==> config.mk <==
export PLATFORM = sky130hd
export DESIGN_NAME = hd44780_ctrl_flat
export DESIGN_NICKNAME = d
export VERILOG_FILES = /design/src/rtl/hd44780_ctrl_if.sv /design/src/rtl/hd44780_ctrl.sv /design/src/flat_wrapper.sv
export SDC_FILE = /design/constraint.sdc
export NUM_CORES = 1
export LEC_CHECK = 0
export ABC_AREA = 1
export BUFFER_PORTS_ARGS = -buffer_cell sky130_fd_sc_hd__buf_2
export CORE_AREA = 2 2 134 104
export DETAILED_ROUTE_END_ITERATION = 7
export DIE_AREA = 0 0 136 106
export PLACE_DENSITY = 0.55
export SLEW_MARGIN = 10
export SYNTH_ARGS = -nofsm -noshare
export SYNTH_HDL_FRONTEND = slang
export SYNTH_SLANG_ARGS = --single-unit
==> constraint.sdc <==
create_clock -name clk -period 3.1 [get_ports clk]
set_clock_uncertainty 0.2 [all_clocks]
set_input_delay 0.93 -clock clk [delete_from_list [all_inputs] [get_ports clk]]
set_output_delay 0.93 -clock clk [all_outputs]
set_load 0.005 [all_outputs]
==> src/rtl/hd44780_ctrl_if.sv <==
// rtl/hd44780_ctrl_if.sv - host write port of the HD44780 controller
// Valid/ready byte port: the host drives rs/data/valid, the controller answers with ready.
interface hd44780_ctrl_if;
   logic       wr_valid;
   logic       wr_ready;
   logic       wr_rs;
   logic [7:0] wr_data;

   modport master (output wr_valid, output wr_rs, output wr_data, input wr_ready);
   modport slave  (input wr_valid, input wr_rs, input wr_data, output wr_ready);
endinterface

==> src/rtl/hd44780_ctrl.sv <==
// rtl/hd44780_ctrl.sv - parametrised write-only HD44780 character-LCD controller
// Runs the power-on init sequence, then forwards host instruction/data bytes to the
// panel on an 8-bit or 4-bit bus while tracking the cursor for automatic line wrap.
module hd44780_ctrl #(
   parameter int CLK_KHZ   = 1000,
   parameter int BUS_WIDTH = 8,
   parameter int ROWS      = 2,
   parameter int COLS      = 16
) (
   input  logic                 clk,
   input  logic                 rst_n,
   hd44780_ctrl_if.slave        wr,
   output logic                 init_done,
   output logic                 lcd_rs,
   output logic                 lcd_rw,
   output logic                 lcd_e,
   output logic [BUS_WIDTH-1:0] lcd_data
);
   localparam int US = CLK_KHZ / 1000;

   localparam logic [23:0] T_US    = 24'(US);
   localparam logic [23:0] T_PWRUP = 24'(15000 * US);
   localparam logic [23:0] T_4100  = 24'(4100 * US);
   localparam logic [23:0] T_1640  = 24'(1640 * US);
   localparam logic [23:0] T_100   = 24'(100 * US);
   localparam logic [23:0] T_40    = 24'(40 * US);

   // DL follows the bus width, N is cleared only for single-row panels
   localparam logic [7:0] FUNC_SET = ((BUS_WIDTH == 8) ? 8'h30 : 8'h20) |
                                     ((ROWS == 1) ? 8'h00 : 8'h08);
   localparam logic [3:0] LAST_STEP = 4'd8;
   localparam logic [1:0] LAST_ROW  = 2'(ROWS - 1);
   localparam logic [4:0] COLS_W    = 5'(COLS);

   typedef enum logic [2:0] {
      S_PWRUP, S_INIT, S_IDLE, S_SETUP, S_E_HI, S_E_LO, S_WAIT, S_WRAP
   } state_t;

   state_t      state;
   logic [23:0] cnt;
   logic [3:0]  step;
   logic [7:0]  cur_byte;
   logic        low_nib;
   logic        two_nib;
   logic [23:0] post_wait;
   logic [1:0]  row;
   logic [4:0]  col;
   logic        track_ok;
   logic        wrap_pend;
   logic        ready_q;

   logic [7:0]  init_byte;
   logic        init_nib;
   logic [23:0] init_wait;
   logic [23:0] host_wait;
   logic        clr_home;
   logic        dd_hit;
   logic [1:0]  dd_row;
   logic [4:0]  dd_col;
   logic [1:0]  wrap_row;

   function automatic logic [6:0] row_off(input logic [1:0] r);
      case (r)
         2'd0:    return 7'h00;
         2'd1:    return 7'h40;
         2'd2:    return 7'h14;
         default: return 7'h54;
      endcase
   endfunction

   // Pins value for one bus cycle: whole byte, or the selected nibble on D7..D4
   function automatic logic [BUS_WIDTH-1:0] bus_val(input logic [7:0] b, input logic lo);
      logic [7:0] v;
      if (BUS_WIDTH == 8) v = b;
      else v = lo ? {4'h0, b[3:0]} : {4'h0, b[7:4]};
      return v[BUS_WIDTH-1:0];
   endfunction

   assign lcd_rw      = 1'b0;
   assign wr.wr_ready = ready_q;
   assign wrap_row    = (row == LAST_ROW) ? 2'd0 : row + 2'd1;

   // Init step table; step 3 (the 0x2 nibble) is skipped on an 8-bit bus
   always_comb begin
      init_byte = 8'h30;
      init_nib  = 1'b1;
      init_wait = T_40;
      case (step)
         4'd0: init_wait = T_4100;
         4'd1: init_wait = T_100;
         4'd2: init_wait = T_40;
         4'd3: init_byte = 8'h20;
         4'd4: begin init_byte = FUNC_SET; init_nib = 1'b0; end
         4'd5: begin init_byte = 8'h08;    init_nib = 1'b0; end
         4'd6: begin init_byte = 8'h01;    init_nib = 1'b0; init_wait = T_1640; end
         4'd7: begin init_byte = 8'h06;    init_nib = 1'b0; end
         default: begin init_byte = 8'h0C; init_nib = 1'b0; end
      endcase
   end

   // Decode the offered host byte: post-write wait and set-DDRAM row/column lookup
   always_comb begin
      clr_home  = !wr.wr_rs && (wr.wr_data[7:2] == 6'd0) && (wr.wr_data[1:0] != 2'd0);
      host_wait = clr_home ? T_1640 : T_40;
      dd_hit    = 1'b0;
      dd_row    = 2'd0;
      dd_col    = 5'd0;
      for (int r = 0; r < ROWS; r++) begin
         if (wr.wr_data[6:0] >= row_off(2'(r)) &&
             wr.wr_data[6:0] < row_off(2'(r)) + 7'(COLS)) begin
            dd_hit = 1'b1;
            dd_row = 2'(r);
            dd_col = 5'(wr.wr_data[6:0] - row_off(2'(r)));
         end
      end
   end

   // Main sequencer: init, host handshake, bus timing, cursor tracking and wrap
   always_ff @(posedge clk or negedge rst_n) begin
      if (!rst_n) begin
         state     <= S_PWRUP;
         cnt       <= T_PWRUP - 24'd1;
         step      <= 4'd0;
         cur_byte  <= 8'h00;
         low_nib   <= 1'b0;
         two_nib   <= 1'b0;
         post_wait <= T_40;
         row       <= 2'd0;
         col       <= 5'd0;
         track_ok  <= 1'b1;
         wrap_pend <= 1'b0;
         ready_q   <= 1'b0;
         init_done <= 1'b0;
         lcd_rs    <= 1'b0;
         lcd_e     <= 1'b0;
         lcd_data  <= '0;
      end else begin
         case (state)
            S_PWRUP: begin
               if (cnt == 24'd0) state <= S_INIT;
               else cnt <= cnt - 24'd1;
            end
            S_INIT: begin
               cur_byte  <= init_byte;
               lcd_rs    <= 1'b0;
               low_nib   <= 1'b0;
               two_nib   <= (BUS_WIDTH == 4) && !init_nib;
               post_wait <= init_wait;
               lcd_data  <= bus_val(init_byte, 1'b0);
               cnt       <= T_US - 24'd1;
               state     <= S_SETUP;
            end
            S_IDLE: begin
               if (wr.wr_valid && ready_q) begin
                  ready_q   <= 1'b0;
                  cur_byte  <= wr.wr_data;
                  lcd_rs    <= wr.wr_rs;
                  low_nib   <= 1'b0;
                  two_nib   <= (BUS_WIDTH == 4);
                  post_wait <= host_wait;
                  lcd_data  <= bus_val(wr.wr_data, 1'b0);
                  cnt       <= T_US - 24'd1;
                  state     <= S_SETUP;
                  if (wr.wr_rs) begin
                     if (track_ok) begin
                        col <= col + 5'd1;
                        if (col + 5'd1 == COLS_W) wrap_pend <= 1'b1;
                     end
                  end else if (clr_home) begin
                     row      <= 2'd0;
                     col      <= 5'd0;
                     track_ok <= 1'b1;
                  end else if (wr.wr_data[7]) begin
                     if (dd_hit) begin
                        row      <= dd_row;
                        col      <= dd_col;
                        track_ok <= 1'b1;
                     end else begin
                        track_ok <= 1'b0;
                     end
                  end
               end
            end
            S_SETUP: begin
               if (cnt == 24'd0) begin
                  lcd_e <= 1'b1;
                  cnt   <= T_US - 24'd1;
                  state <= S_E_HI;
               end else cnt <= cnt - 24'd1;
            end
            S_E_HI: begin
               if (cnt == 24'd0) begin
                  lcd_e <= 1'b0;
                  cnt   <= T_US - 24'd1;
                  state <= S_E_LO;
               end else cnt <= cnt - 24'd1;
            end
            S_E_LO: begin
               // the post-write wait is measured from the E fall, so the hold counts toward it
               if (cnt == 24'd0) begin
                  if (two_nib && !low_nib) begin
                     low_nib  <= 1'b1;
                     lcd_data <= bus_val(cur_byte, 1'b1);
                     cnt      <= T_US - 24'd1;
                     state    <= S_SETUP;
                  end else begin
                     cnt   <= post_wait - T_US - 24'd1;
                     state <= S_WAIT;
                  end
               end else cnt <= cnt - 24'd1;
            end
            S_WAIT: begin
               if (cnt == 24'd0) begin
                  if (!init_done) begin
                     if (step == LAST_STEP) begin
                        init_done <= 1'b1;
                        ready_q   <= 1'b1;
                        state     <= S_IDLE;
                     end else begin
                        step  <= (BUS_WIDTH == 8 && step == 4'd2) ? 4'd4 : step + 4'd1;
                        state <= S_INIT;
                     end
                  end else if (wrap_pend) begin
                     state <= S_WRAP;
                  end else begin
                     ready_q <= 1'b1;
                     state   <= S_IDLE;
                  end
               end else cnt <= cnt - 24'd1;
            end
            S_WRAP: begin
               cur_byte  <= {1'b1, row_off(wrap_row)};
               lcd_rs    <= 1'b0;
               low_nib   <= 1'b0;
               two_nib   <= (BUS_WIDTH == 4);
               post_wait <= T_40;
               lcd_data  <= bus_val({1'b1, row_off(wrap_row)}, 1'b0);
               cnt       <= T_US - 24'd1;
               row       <= wrap_row;
               col       <= 5'd0;
               wrap_pend <= 1'b0;
               state     <= S_SETUP;
            end
            default: state <= S_PWRUP;
         endcase
      end
   end
endmodule

==> src/flat_wrapper.sv <==
// flat-port wrapper written by rule: the top's interface ports become plain ports
module hd44780_ctrl_flat 
#(
   parameter int CLK_KHZ   = 1000,
   parameter int BUS_WIDTH = 8,
   parameter int ROWS      = 2,
   parameter int COLS      = 16
)
  (clk, rst_n, init_done, lcd_rs, lcd_rw, lcd_e, lcd_data, wr_wr_valid, wr_wr_rs, wr_wr_data, wr_wr_ready);
  hd44780_ctrl_if wr_i ();
  input  logic clk;
  input  logic rst_n;
  output logic init_done;
  output logic lcd_rs;
  output logic lcd_rw;
  output logic lcd_e;
  output logic [BUS_WIDTH-1:0] lcd_data;
  input wire logic [$bits(wr_i.wr_valid)-1:0] wr_wr_valid;
  input wire logic [$bits(wr_i.wr_rs)-1:0] wr_wr_rs;
  input wire logic [$bits(wr_i.wr_data)-1:0] wr_wr_data;
  output wire logic [$bits(wr_i.wr_ready)-1:0] wr_wr_ready;
  assign wr_i.wr_valid = wr_wr_valid;
  assign wr_i.wr_rs = wr_wr_rs;
  assign wr_i.wr_data = wr_wr_data;
  assign wr_wr_ready = wr_i.wr_ready;
  hd44780_ctrl #(.CLK_KHZ(CLK_KHZ), .BUS_WIDTH(BUS_WIDTH), .ROWS(ROWS), .COLS(COLS)) u_core (.clk(clk), .rst_n(rst_n), .wr(wr_i), .init_done(init_done), .lcd_rs(lcd_rs), .lcd_rw(lcd_rw), .lcd_e(lcd_e), .lcd_data(lcd_data));
endmodule
Word level (Yosys, flattened, before mapping):

Cells that the tools add are included.

* register bits after elaboration: 86
* latch bits: 0
* bits in writable memories: 0
* ROM bits: 0
* input bits: 12
* output and inout bits: 13
* memories kept: 0

* add/sub/neg operators: 8
* multiply operators: 0
* divide/modulo/power cells: 0
* $lt $le $gt $ge: 4
* eq/ne operators: 38
* shifts and indexed selects: 0
* muxes and demuxes: 75
* bitwise gates (word level): 3
* reduce and logical (&&, ||, !) cells: 40

Operators with widths (number)
* 24-bit two-way mux: 6
* 24-bit case mux with 5 select lines: 1
* 24-bit case mux with 3 select lines: 1
* 24-bit by 1-bit subtractor with 24-bit output (second input constant): 3
* 5-bit two-way mux: 10
* 13-bit case mux with 3 select lines: 1
* 6-bit case mux with 6 select lines: 1
* 8-bit case mux with 4 select lines: 1
* 3-bit two-way mux: 9
* 24-bit logical NOT: 1
* 8-bit two-way mux: 3
* 8-bit case mux with 3 select lines: 1
* 1-bit two-way mux: 22
* 3-bit case mux with 7 select lines: 1
* 7-bit case mux with 3 select lines: 1
* 5-bit AND reduction: 4
* 2-bit by 1-bit inequality test with 1-bit output (second input constant): 9
* 4-bit by 3-bit == test with 1-bit output (second input constant): 4
* 4-bit AND reduction: 4
* 2-bit two-way mux: 7
* 3-bit == test (second input constant): 4
* 2-bit nonzero test: 6
* 11-bit two-way mux: 1
* 1-bit case mux with 2 select lines: 5
* other kinds (40): 62

Depth between registers and ports, before layout:

Gate-level depths: netlist of run 1.

* depth after elaboration: 12
* gate-level depth with buffers: 12
* depth with buffers taken out: 12

Worst setup path after synthesis of run 1:

No wires, ideal clock.

* kind: input to register
* from: in wr_wr_data[4]
* to: reg u_core.col[3]
* setup time: 0.124 ns
* data arrival time: 1.839 ns
* required time: 2.776 ns
* slack: 0.937 ns
* stages: 10
* buffers on the path: 0
* cell sequence: inv_1 -> nand2_1 -> nor3_1 -> nand4_1 -> nand2_1 -> nand2_1 -> nand2_1 -> nand2_2 -> nand2_1 -> o21ai_1

* word-level cells in the longest chain between the ends: 10
* elaborated cells between the ends (all ways): 22
* classes of those cells: order compare: 4; eq/ne: 2; mux: 10; reduce/logical: 6

RTL lines
* from (decl): line flat_wrapper.sv:20 `input wire logic [$bits(wr_i.wr_data)-1:0] wr_wr_data;`
* 7-bit by 1-bit greater-or-equal comparator with 1-bit output or 7-bit by 5-bit < comparator with 1-bit output (tied branches): line hd44780_ctrl.sv:109, hd44780_ctrl.sv:110
* 1-bit logical AND: line hd44780_ctrl.sv:109 `if (wr.wr_data[6:0] >= row_off(2'(r)) &&`
* 5-bit two-way mux (2 in a row): line hd44780_ctrl.sv:109
* 5-bit two-way mux: line hd44780_ctrl.sv:174 `if (dd_hit) begin`
* 5-bit two-way mux: line hd44780_ctrl.sv:173 `end else if (wr.wr_data[7]) begin`
* 5-bit two-way mux: line hd44780_ctrl.sv:169 `end else if (clr_home) begin`
* 5-bit two-way mux: line hd44780_ctrl.sv:164 `if (wr.wr_rs) begin`
* 5-bit two-way mux: line hd44780_ctrl.sv:154 `if (wr.wr_valid && ready_q) begin`
* 5-bit case mux with 2 select lines: line hd44780_ctrl.sv:138 `case (state)`
* to (signal assigned): line hd44780_ctrl.sv:166 `col <= col + 5'd1;`
* to (signal assigned): line hd44780_ctrl.sv:176 `col <= dd_col;`
* to (decl): line hd44780_ctrl.sv:47 `logic [4:0] col;`

Parallel ways exist; a longest one is shown, timed or not. The select of a mux whose other input is x is not followed.
A chain may end at the register's enable or synchronous reset.

Final worst setup path of run 1:

* from: reg u_core.cnt[16]
* to: reg u_core.cnt[8]

* word-level cells in the longest chain between the ends: 3
* elaborated cells between the ends (all ways): 6
* classes of those cells: eq/ne: 1; mux: 3; reduce/logical: 2

RTL lines
* from (decl): line hd44780_ctrl.sv:40 `logic [23:0] cnt;`
* from (signal assigned): line hd44780_ctrl.sv:122 `cnt <= T_PWRUP - 24'd1;`
* from (signal assigned): line hd44780_ctrl.sv:141 `else cnt <= cnt - 24'd1;`
* from (signal assigned): line hd44780_ctrl.sv:150 `cnt <= T_US - 24'd1;`
* 24-bit logical NOT *
* 24-bit two-way mux (tied with other cells): line hd44780_ctrl.sv:200 `if (cnt == 24'd0) begin`
* 24-bit case mux with 5 select lines or 2-bit AND reduction (tied branches)

Every way passes the cells marked *; elsewhere a longest branch is shown, timed or not.

==> summary.md, run 1 <==
| Metric | Value |
|---|---|
| Most frequent cell after synthesis | nand2_1 |
| Status | completed |
| Largest net degree at the start of global routing | 35 |
| Power after layout | 1.99 mW |
| Clock period minus worst slack | about 2.4 ns |
| Cell Rows | 37 |
| Most common library cells after synthesis | nand2_1 (178), nor2_1 (66), inv_1 (60) |
| P_leak | 2.18 nW |
| Seq/Total Area, Yosys | 38.0% |
| Vias in the first global route | 3,545 |
| Worst r2r src | u_core.cnt[16] |
| Die ar. | 14,400 um2 |
| Arrival @ worst endpoint | ~2.4 ns |
| GP Congestion | between 0.9 and 1 |
| Sequential fraction of design power | 38.2% |
| Combinational power share | 2.1% |
| Hold slack | 0.273 ns |
| Number of CTS-inserted buffers | 9 |
| Synthesis Warnings | 0 |
| Drt total wl | 10.6 mm |
| FILL cells | 1,419 |
| Final setup violation count | 0 |
| Starting Density | 29.1% |
| Cell taking the most area after synthesis | dfrtp_1 |
| Drt first pass iters | 5 |
| # hold bufs at CTS | 0 |
| Pwr Density | approximately 440 nW/um2 |
| Layout cells sized above 1 | 14.1% |
| Synth Cell Area | 3860 um2 |
| Peak VDD IR | 0.000335 V |
| Port bufs | 23 |
| Max stage delay on crit path | between 0.5 and 0.6 ns |
| Detailed Route Iter0 Violations | around 290 |
| Vias per Instance | 4.84 |
| R2r setup slk | 0.71 ns |
| GRT Total Usage | between 10% and 20% |
| Root Buffer | clkbuf_16 |
| Synth Flop Type | dfrtp_1 |
| Switching power | between 400 and 500 uW |
| Setup TNS | 0 ns |
| # H-tree levels | 3 |
| Ant diodes | 0 |
| WS Path Type | flip-flop to flip-flop |
| Clock tree buffer depth | 2 |
| Pint | 1.56 mW |
| Worst Path Max Fanout | 24 |
| FMAX | about 420 MHz |
| Setup crit start | u_core.cnt[16] |
| Die Y | 106 um |
| Final core utilization | about a third |
| Reg area | ~1500 um2 |
| Switching Share | 21.3% |
| CTS tree | yes |
| First-pass GRT wire length | 17.7 mm |
| Multi-input gate area | 2080 um2 |
| Cell variety after synth | 40 |
| Average routed wire per standard cell | 13.9 um |
| Clock power share | 59.7% |
| Synth area leaders | dfrtp_1 (30%), nand2_1 (17%), dfstp_2 (8.2%) |
| ANT nets after route | 0 |
| Data required time of the worst path | 3.13 ns |
| CTS sink count | a little under 60 |
| Number of synthesized flops with an enable pin | 0 |
| Nets | 599 |
| Number of gates resized after cts | 0 |
| Synth top area share | 29.8% |
| Gr ovfl total | 0 |
| Final clock period utilization by the worst path | 77.2% |
| Unrepaired setup endpoints after global routing | false |
| Initial antenna violation count | 0 |
| Slew HR | between 50% and 60% |
| Crit start category | flip-flop |
| Hold Crit Start | u_core.row[1] |
| CP Buf/Inv Count | 1 |
| Cells after Synth | 555 |
| FFs w/ async S/R, synth | 100% |
| Delay-heaviest family, CP | simple AND/OR/NAND/NOR gates |
| Area Growth Syn to Fin | 17.1% |
| Max Transition Viols Final | 0 |
| CP Capture Type | flip-flop |
| Vias | 3,686 |
| Setup bufs post-CTS | 0 |
| Crit path cell chain | nor2_2 -> nand2_1 -> nor2_1 -> nand3_2 -> o21ai_4 -> inv_2 -> nand2_1 -> nand2_1 |
| Clk_lat worst skew | 0.34 ns |
| Post-synthesis sequential element count | 58 |
| Synthesized area per cell | 6.95 um2 |
| Core box area | 13,200 um2 |
| Clock slew at reported path FFs | 0.06 ns |
| Synthesized Nets | 572 |
| Hold Vio Cnt, Final | 0 |
| HP Class | flip-flop to flip-flop |
| IO Count | 25 |
| Worst-Margin Slew | 0.677 ns |
| Die X | between 100 and 150 um |
| DRC | 0 |
| Slowest-stage cell, CP | o21ai_4 |
| Final HPWL DP | 7.93 mm |
| CP dominant cell by count | nand2_1 |
| Max Cap Viol | 0 |
-- cell usage in the layout (no fill, tap or decap), types with 6 or more instances in the layout --
| cell type | synthesis | routed |
|---|---|---|
| a21oi_1 | 13 | 13 |
| buf_2 | 4 | 23 |
| clkbuf_16 | 0 | 9 |
| dfrtp_1 | 46 | 46 |
| dfstp_2 | 12 | 12 |
| inv_1 | 60 | 60 |
| inv_2 | 7 | 7 |
| nand2_1 | 178 | 178 |
| nand3_1 | 35 | 35 |
| nand4_1 | 9 | 9 |
| nor2_1 | 66 | 66 |
| nor2_2 | 11 | 11 |
| nor3_1 | 6 | 6 |
| o211ai_1 | 10 | 10 |
| o21ai_0 | 24 | 24 |
| o21ai_1 | 9 | 9 |
| xnor2_1 | 6 | 6 |
| xor2_1 | 16 | 16 |
-- metal layers --
layer	part of all wire [%]	vias up	GRT usage (%)
met1	52	1722	23.2
met3	6.3	12	3.20
li1	-	1841	-
met2	40	111	22.5
met5	0	-	0
met4	1.8	0	6.18
-- worst register-to-register path, stage by stage, from the launching register on --
cell and delay [ns]:
dfrtp_1 0.42, nor2_2 0.21, nand2_1 0.16, nor2_1 0.17
nand3_2 0.14, o21ai_4 0.57, inv_2 0.23, nand2_1 0.13
nand2_1 0.06
-- sequential cells by signal (all words and copies together) (netlist names), 2 cells and up --
| register | flops |
|---|---|
| u_core.post_wait | 6 |
| u_core.col | 5 |
| u_core.cnt | 24 |
| u_core.lcd_data | 8 |
| u_core.step | 4 |
| u_core.row | 2 |
| u_core.state | 3 |
-- cell families after synthesis --
| family | Yosys count | share of synthesized area [%] |
|---|---|---|
| and+or+nand+nor | 318 | 35.5 |
| buffers and inverters | 77 | 8.01 |
| AOI/OAI and AO/OA | 74 | 11.8 |
| DFF | 58 | 38.0 |
| xor gates and xnor gates | 22 | 4.99 |
| adders and majority gates | 5 | 1.62 |
| other | 1 | 0.0972 |
-- through the flow --
step / setup WS (ns) / cell area (um2) / std cells
2_1_floorplan: 0.937 / 3860 / 555
3_3_place_gp: 0.705 / 4170 / 746
3_5_place_dp: 0.641 / 4170 / 746
4_1_cts: 0.723 / 4520 / 762
5_1_grt: 0.556 / 4520 / 762
6_report: 0.708 / 4520 / 762
-- worst paths after layout --
| path | cells after the start | end |
|---|---|---|
| max in group asynchronous | 2 | u_core.cnt[13] |
| worst max register to register | 8 | u_core.cnt[8] |
| worst max-delay path | 8 | u_core.cnt[8] |
| min in group asynchronous | 1 | u_core.row[1] |
| worst min register to register | 2 | u_core.row[1] |
| worst min-delay path | 2 | u_core.row[1] |
-- cell type report --
class                      count  area share [%]
multi-input combinational    420            46.1
sequential                    58            32.5
inverter                      68            5.65
timing repair buffer          25            3.16
clock buffer                   9            4.99
tap                          175            4.85
clock inverter                 7            2.77
-- power groups by stage --
stage          Sequential [mW]  Clock [mW]  Combinational [mW]
3_5_place_dp             0.771           0              0.0423
2_1_floorplan            0.771           0              0.0110
4_1_cts                  0.758        1.21              0.0426
6_report                 0.758        1.19              0.0413
5_1_grt                  0.758        1.24              0.0471
3_3_place_gp             0.771           0              0.0419
No activity file was read; power rests on OpenSTA's default activity.
==> run 2: changes to the inputs <==
PLACE_DENSITY = 0.56   (was 0.55)
clock period = 1.95 ns   (was 3.1 ns; I/O delays follow)
==> run 2 against run 1 <==
  * Setup slack worse by 0.70 ns
  * Die area stayed put
  * Largest power group unchanged
  * Final area is 16% higher
  * Highest routed layer unchanged
  * Clock-buffer cell count stayed put
  * Fmax is 23% higher
==> summary.md, run 2 (synthesis results as in run 1) <==
| Metric | Value |
|---|---|
| Status | completed |
| Commonest non-fill, non-tap cell in the layout | nand2_1 |
| Clk_lat worst skew | 0.34 ns (about the same) |
| Average routed wire per standard cell | 13.9 um (about the same) |
| Drt total wl | 11.5 mm (+8.3%) |
| Final Cell Area | 5260 um2 (+16%) |
| Final core utilization | 39.7% (+5.6 points) |
| Hold slack | 0.0236 ns (-0.250 ns) |
| Placed inst area | 4550 um2 (+9.3%) |
| Most frequent cells in the layout | nand2_1 (163), buf_4 (59), inv_1 (56), nor2_1 (48), dfrtp_1 (43) |
| Reg area | 1470 um2 (+0.26%) |
| Hold Vio Cnt, Final | 0 (unchanged) |
| ANT nets after route | 0 (unchanged) |
| CP Buf/Inv Count | 3 (+2) |
| Initial antenna violation count | 0 (unchanged) |
| Die X | 136 um (unchanged) |
| Layout cells sized above 1 | 30.3% (+16 points) |
| Slowest-stage cell, CP | dfstp_2 |
| Clock period minus worst slack | 1.95 ns (-0.447 ns) |
| Worst Path Max Fanout | 7 (-71%) |
| IO Count | 25 (unchanged) |
| Root Buffer | clkbuf_16 |
| Gr ovfl total | 0 (unchanged) |
| Vias in the first global route | 3,814 (+7.6%) |
| # H-tree levels | 3 (unchanged) |
| # hold bufs at CTS | 0 (unchanged) |
| Fin worst setup slack | 0.00493 ns (-0.703 ns) |
| CP Capture Type | flip-flop |
| Delay-heaviest family, CP | simple AND/OR/NAND/NOR gates |
| Port bufs | 23 (unchanged) |
| Detailed Route Iter0 Violations | 322 (+12%) |
| Max Transition Viols Final | 0 (unchanged) |
| Die ar. | 14,400 um2 (unchanged) |
| WS Path Type | flip-flop to flip-flop |
| Vias per Instance | 4.71 (-2.6%) |
| Max Cap Viol | 0 (unchanged) |
| FILL cells | 1,375 (-3.1%) |
| Largest registers | u_core.cnt: 24 flops, u_core.lcd_data: 8 flops, u_core.post_wait: 6 flops |
| Core box area | 13,200 um2 (unchanged) |
| Crit start category | flip-flop |
| Die Y | 106 um (unchanged) |
| Max reg flops | 24 (unchanged) |
| GRT Total Usage | 16.6% (+0.84 points) |
| Data required time of the worst path | 2.03 ns (-1.10 ns) |
| Area Growth Syn to Fin | 36.2% |
| Multi-input gate area | 2310 um2 (+11%) |
| Pwr Density | 576 nW/um2 (+31%) |
| DRC | 0 (unchanged) |
| Clock slew at reported path FFs | 0.06 ns (about the same) |
| Dpl ws | -0.113 ns (-0.753 ns) |
| Largest net degree at the start of global routing | 59 (+69%) |
| GP Congestion | 0.879 (-4.5%) |
| Clock tree buffer depth | 2 (unchanged) |
| P_leak | 2.54 nW (+16%) |
| Vias | 3,887 (+5.5%) |
| CTS tree | yes |
| Final clock period utilization by the worst path | 99.7% (+23 points) |
| Unrepaired setup endpoints after global routing | true |
| Max stage delay on crit path | 0.54 ns (-0.03 ns) |
| HP Class | input port to asynchronous set/reset pin |
| R2R cell count | 11 (+3) |
| CTS sink count | 58 (unchanged) |
| Arrival @ worst endpoint | 2.02 ns (-0.40 ns) |
| Crit path cell chain | inv_2 -> ha_4 -> nand2_2 -> nor2_4 -> nand3_4 -> o21ai_4 -> buf_4 -> nor2_4 -> buf_6 -> nand2_1 -> nand2_1 |
| Drt first pass iters | 5 (unchanged) |
| Setup TNS | 0 ns (unchanged) |
| Peak VDD IR | 0.000386 V (+15%) |
| Crit path depth | 11 (+3) |
| Final HPWL DP | 8.46 mm (+6.8%) |
| Final setup violation count | 0 (unchanged) |
| First-pass GRT wire length | 18.9 mm (+6.5%) |
| Starting Density | 29.1% (unchanged) |
| Ant diodes | 0 (unchanged) |
| FMAX | 514 MHz (+23%) |
| Cell Rows | 37 (unchanged) |
| Most flop-heavy register | u_core.cnt |
| Nets | 662 (+11%) |
| Number of CTS-inserted buffers | 9 (unchanged) |
## run 2: cell count changes in the layout (fill, tap and decap cells not counted), sizes merged
cell,before,now
clkbuf,9,10
buf,25,87
clkinv,3,1
bufinv,3,2
clkinvlp,0,2
inv,69,70
## run 2: through the flow
step	instances	total power, mW
after floorplan	555	1.24
after global placement	796	1.30
after detailed placement	796	1.30
after CTS	813	3.07
after global routing	825	3.12
final	825	3.03
## run 2: report_power, final
group	internal (mW)	switching, mW	total (mW)
logic	0.0228	0.0489	0.0717
clock network	1.13	0.623	1.75
registers	1.21	0	1.21
total	2.36	0.672	3.03
## run 2: cell type report
| cell class | count | share of cell area [%] |
|---|---|---|
| Sequential cell | 58 | 28.0 |
| Tap cell | 175 | 4.17 |
| Inverter | 68 | 5.00 |
| Clock buffer | 9 | 4.29 |
| Multi-Input combinational cell | 420 | 43.9 |
| Clock inverter | 7 | 1.93 |
| Timing Repair Buffer | 88 | 12.7 |
## run 2: layer usage
layer / wire [um] / GRT usage (%) / up-vias
met5: 0 / 0 / -
met1: 5840 / 24.3 / 1800
met2: 4850 / 23.8 / 102
met4: 233 / 4.54 / 0
met3: 578 / 4.67 / 21
li1: - / - / 1964
## run 2: worst register-to-register path, cell delays in order, from the launching register on
cell and delay, ns:
dfstp_2 0.54, inv_2 0.06, ha_4 0.17, nand2_2 0.08
nor2_4 0.05, nand3_4 0.10, o21ai_4 0.08, buf_4 0.16
nor2_4 0.23, buf_6 0.13, nand2_1 0.04, nand2_1 0.05
## run 2: final timing paths
| kind | from | to | slack [ns] |
|---|---|---|---|
| setup / recovery | u_core.cnt[0] | u_core.cnt[22] | 0.005 |
| hold / removal | rst_n | u_core.row[0] | 0.02 |
| setup reg to reg | u_core.cnt[0] | u_core.cnt[22] | 0.005 |
| hold reg to reg | u_core.row[1] | u_core.row[1] | 0.27 |
| max in group asynchronous | rst_n | u_core.cnt[7] | 1.19 |
| min in group clk | u_core.row[1] | u_core.row[1] | 0.27 |
## run 2: repair_timing
action | CTS | global route
cloned | 0 | 1
resized for setup | 8 | 69
setup endpoints to repair | 14 | 44
pin swaps | 3 | 14
setup buffers | 1 | 11
==> run 3: changes to the inputs <==
PLACE_DENSITY = 0.55   (was 0.56)
SLEW_MARGIN = unset   (was 10)
clock period = 2.2 ns   (was 1.95 ns; I/O delays follow)
==> run 3 against run 2 <==
  * Final cell count shrank 6.2%
  * Setup slack gained 0.17 ns
  * Clock power shrank 11%
  * Sequential share of layout area grew 3.8 points
  * Routed wire length shrank 6.0%
  * Non-clock buffer count shrank 51
  * Critical path depth shrank 2
  * Sequential power shrank 12%
  * Clock-buffer cell count is the same
  * Register-to-register slack gained 0.17 ns
  * Largest power group unchanged
  * Highest routed layer unchanged
==> summary.md, run 3 (synthesis results as in run 1) <==
| Metric | Value |
|---|---|
| Combinational power share | 2.1% (-0.3 points) |
| Port bufs | 23 (unchanged) |
| First-pass GRT wire length | 18.2 mm (-3.4%) |
| Number of CTS-inserted buffers | 9 (unchanged) |
| Worst r2r src | u_core.cnt[21] |
| Starting Density | 29.1% (unchanged) |
| Die Y | 106 um (unchanged) |
| CTS tree | yes |
| Final core utilization | 34.9% (-4.8 points) |
| Pint | 2.08 mW (-12%) |
| DRC | 0 (unchanged) |
| Layout cells sized above 1 | 16.5% (-14 points) |
| Ant diodes | 0 (unchanged) |
| Setup bufs post-CTS | 0 (-1) |
| CP Buf/Inv Count | 2 (-1) |
| Commonest non-fill, non-tap cell in the layout | nand2_1 |
| Final HPWL DP | 8.13 mm (-3.9%) |
| Final clock period utilization by the worst path | 92.1% (-7.6 points) |
| Multi-input gate area | 2120 um2 (-8.2%) |
| Vias per Instance | 4.82 (+2.3%) |
| Switching power | 593 uW (-12%) |
| ANT nets after route | 0 (unchanged) |
| Peak VDD IR | 0.000344 V (-11%) |
| Vias | 3,732 (-4.0%) |
| WS Path Type | flip-flop to flip-flop |
| GP Congestion | 0.858 (-2.3%) |
| Detailed Route Iter0 Violations | 250 (-22%) |
| Status | completed |
| FILL cells | 1,442 (+4.9%) |
| Crit path cell chain | nor2_1 -> buf_4 -> nand3_1 -> nor2_1 -> nand3_2 -> o21ai_4 -> buf_4 -> nand2_1 -> o211ai_1 |
| GRT Total Usage | 16.3% (-0.36 points) |
| # H-tree levels | 3 (unchanged) |
| Worst Path Max Fanout | 10 (+3) |
| Reg area | 1470 um2 (-0.26%) |
| R2r setup slk | 0.17 ns (+0.17 ns) |
| Largest net degree at the start of global routing | 59 (unchanged) |
| Sequential fraction of design power | 39.9% (about the same) |
| Data required time of the worst path | 2.25 ns (+0.22 ns) |
| Die ar. | 14,400 um2 (unchanged) |
| Hold Vio Cnt, Final | 0 (unchanged) |
| Gr ovfl total | 0 (unchanged) |
| Max Cap Viol | 0 (unchanged) |
| IO Count | 25 (unchanged) |
| Vias in the first global route | 3,595 (-5.7%) |
| Most frequent cells in the layout | nand2_1 (176), nor2_1 (64), inv_1 (60), dfrtp_1 (46), nand3_1 (35) |
| Average routed wire per standard cell | 14.0 um (+0.21%) |
| Drt first pass iters | 4 (-1) |
| Pwr Density | 580 nW/um2 (+0.59%) |
| Cell Rows | 37 (unchanged) |
| Most flop-heavy register | u_core.cnt |
| Hold slack | 0.104 ns (+0.0800 ns) |
| Placed inst area | 4260 um2 (-6.5%) |
| Max Transition Viols Final | 0 (unchanged) |
| Clock slew at reported path FFs | 0.06 ns (about the same) |
| Switching Share | 22.1% (-0.042 points) |
| Arrival @ worst endpoint | 2.08 ns (+0.06 ns) |
| Max reg flops | 24 (unchanged) |
| Root Buffer | clkbuf_16 |
| Drt total wl | 10.8 mm (-6.0%) |
| Max stage delay on crit path | 0.40 ns (-0.14 ns) |
| Area Growth Syn to Fin | 19.7% |
| CP Capture Type | flip-flop |
| Delay-heaviest family, CP | simple AND/OR/NAND/NOR gates |
| Die X | 136 um (unchanged) |
| Initial antenna violation count | 0 (unchanged) |
| Slowest-stage cell, CP | dfrtp_1 |
| Core box area | 13,200 um2 (unchanged) |
| Crit start category | flip-flop |
| Clock period minus worst slack | 2.03 ns (+0.0822 ns) |
| Setup TNS | 0 ns (unchanged) |
| FMAX | 493 MHz (-4.1%) |
| Unrepaired setup endpoints after global routing | false |
| Clk_lat worst skew | 0.34 ns (about the same) |
| P_leak | 2.23 nW (-12%) |
| Reg-to-reg endpoint | u_core.cnt[23] |
| Clock tree buffer depth | 2 (unchanged) |
| CTS sink count | 58 (unchanged) |
| HP Class | input port to asynchronous set/reset pin |
| Largest registers | u_core.cnt: 24 flops, u_core.lcd_data: 8 flops, u_core.post_wait: 6 flops |
| Final setup violation count | 0 (unchanged) |
| Clock power share | 57.9% (about the same) |
| Final Cell Area | 4620 um2 (-12%) |
| Nets | 611 (-7.7%) |
| R2R cell count | 9 (-2) |
-- run 3: what timing repair did --
action | CTS | global route
resized for setup | 0 | 9
hold buffers | 0 | 0
endpoints found under the setup margin | 0 | 16
-- run 3: worst max path at each step --
stage / startpoint / endpoint / cells after the start / slack (ns)
floorplan: wr_wr_data[4] / u_core.col[3] / 10 / 0.31
global placement: wr_wr_data[4] / u_core.col[3] / 11 / 0.08
detailed placement: wr_wr_data[4] / u_core.col[2] / 11 / -0.01
CTS: u_core.cnt[21] / u_core.cnt[20] / 8 / 0.12
global route: u_core.cnt[0] / u_core.cnt[12] / 10 / 0.005
finish: u_core.cnt[21] / u_core.cnt[23] / 9 / 0.17
-- run 3: power by group through the flow --
stage	clock, mW	combinational [mW]	sequential [mW]
after floorplan	0	0.0154	1.09
after global placement	0	0.0583	1.09
after detailed placement	0	0.0588	1.09
after CTS	1.60	0.0591	1.07
after global routing	1.64	0.0658	1.07
final	1.55	0.0573	1.07
-- run 3: per-layer routing --
layer / wire length [um] / share of wire [%] / global-route usage [%]
met4: 76 / 0.70 / 2.90
met2: 4530 / 42 / 23.4
met5: 0 / 0 / 0
met3: 694 / 6.4 / 4.43
met1: 5510 / 51 / 24.4
-- run 3: area by class of cell --
cell class / instances / share of cell area [%]
clock inverters: 7 / 2.19
flip-flops and latches: 58 / 31.8
inverters: 68 / 5.53
well taps: 175 / 4.74
clock buffers: 9 / 4.88
repair buffers: 37 / 5.04
multi-input cells: 420 / 45.9
-- run 3: stage by stage --
step | std cells | worst slack [ns] | total power [mW]
after floorplan | 555 | 0.307 | 1.10
after global placement | 758 | 0.0776 | 1.14
after detailed placement | 758 | -0.0143 | 1.15
after CTS | 774 | 0.123 | 2.73
after global routing | 774 | 0.00537 | 2.78
final | 774 | 0.173 | 2.68
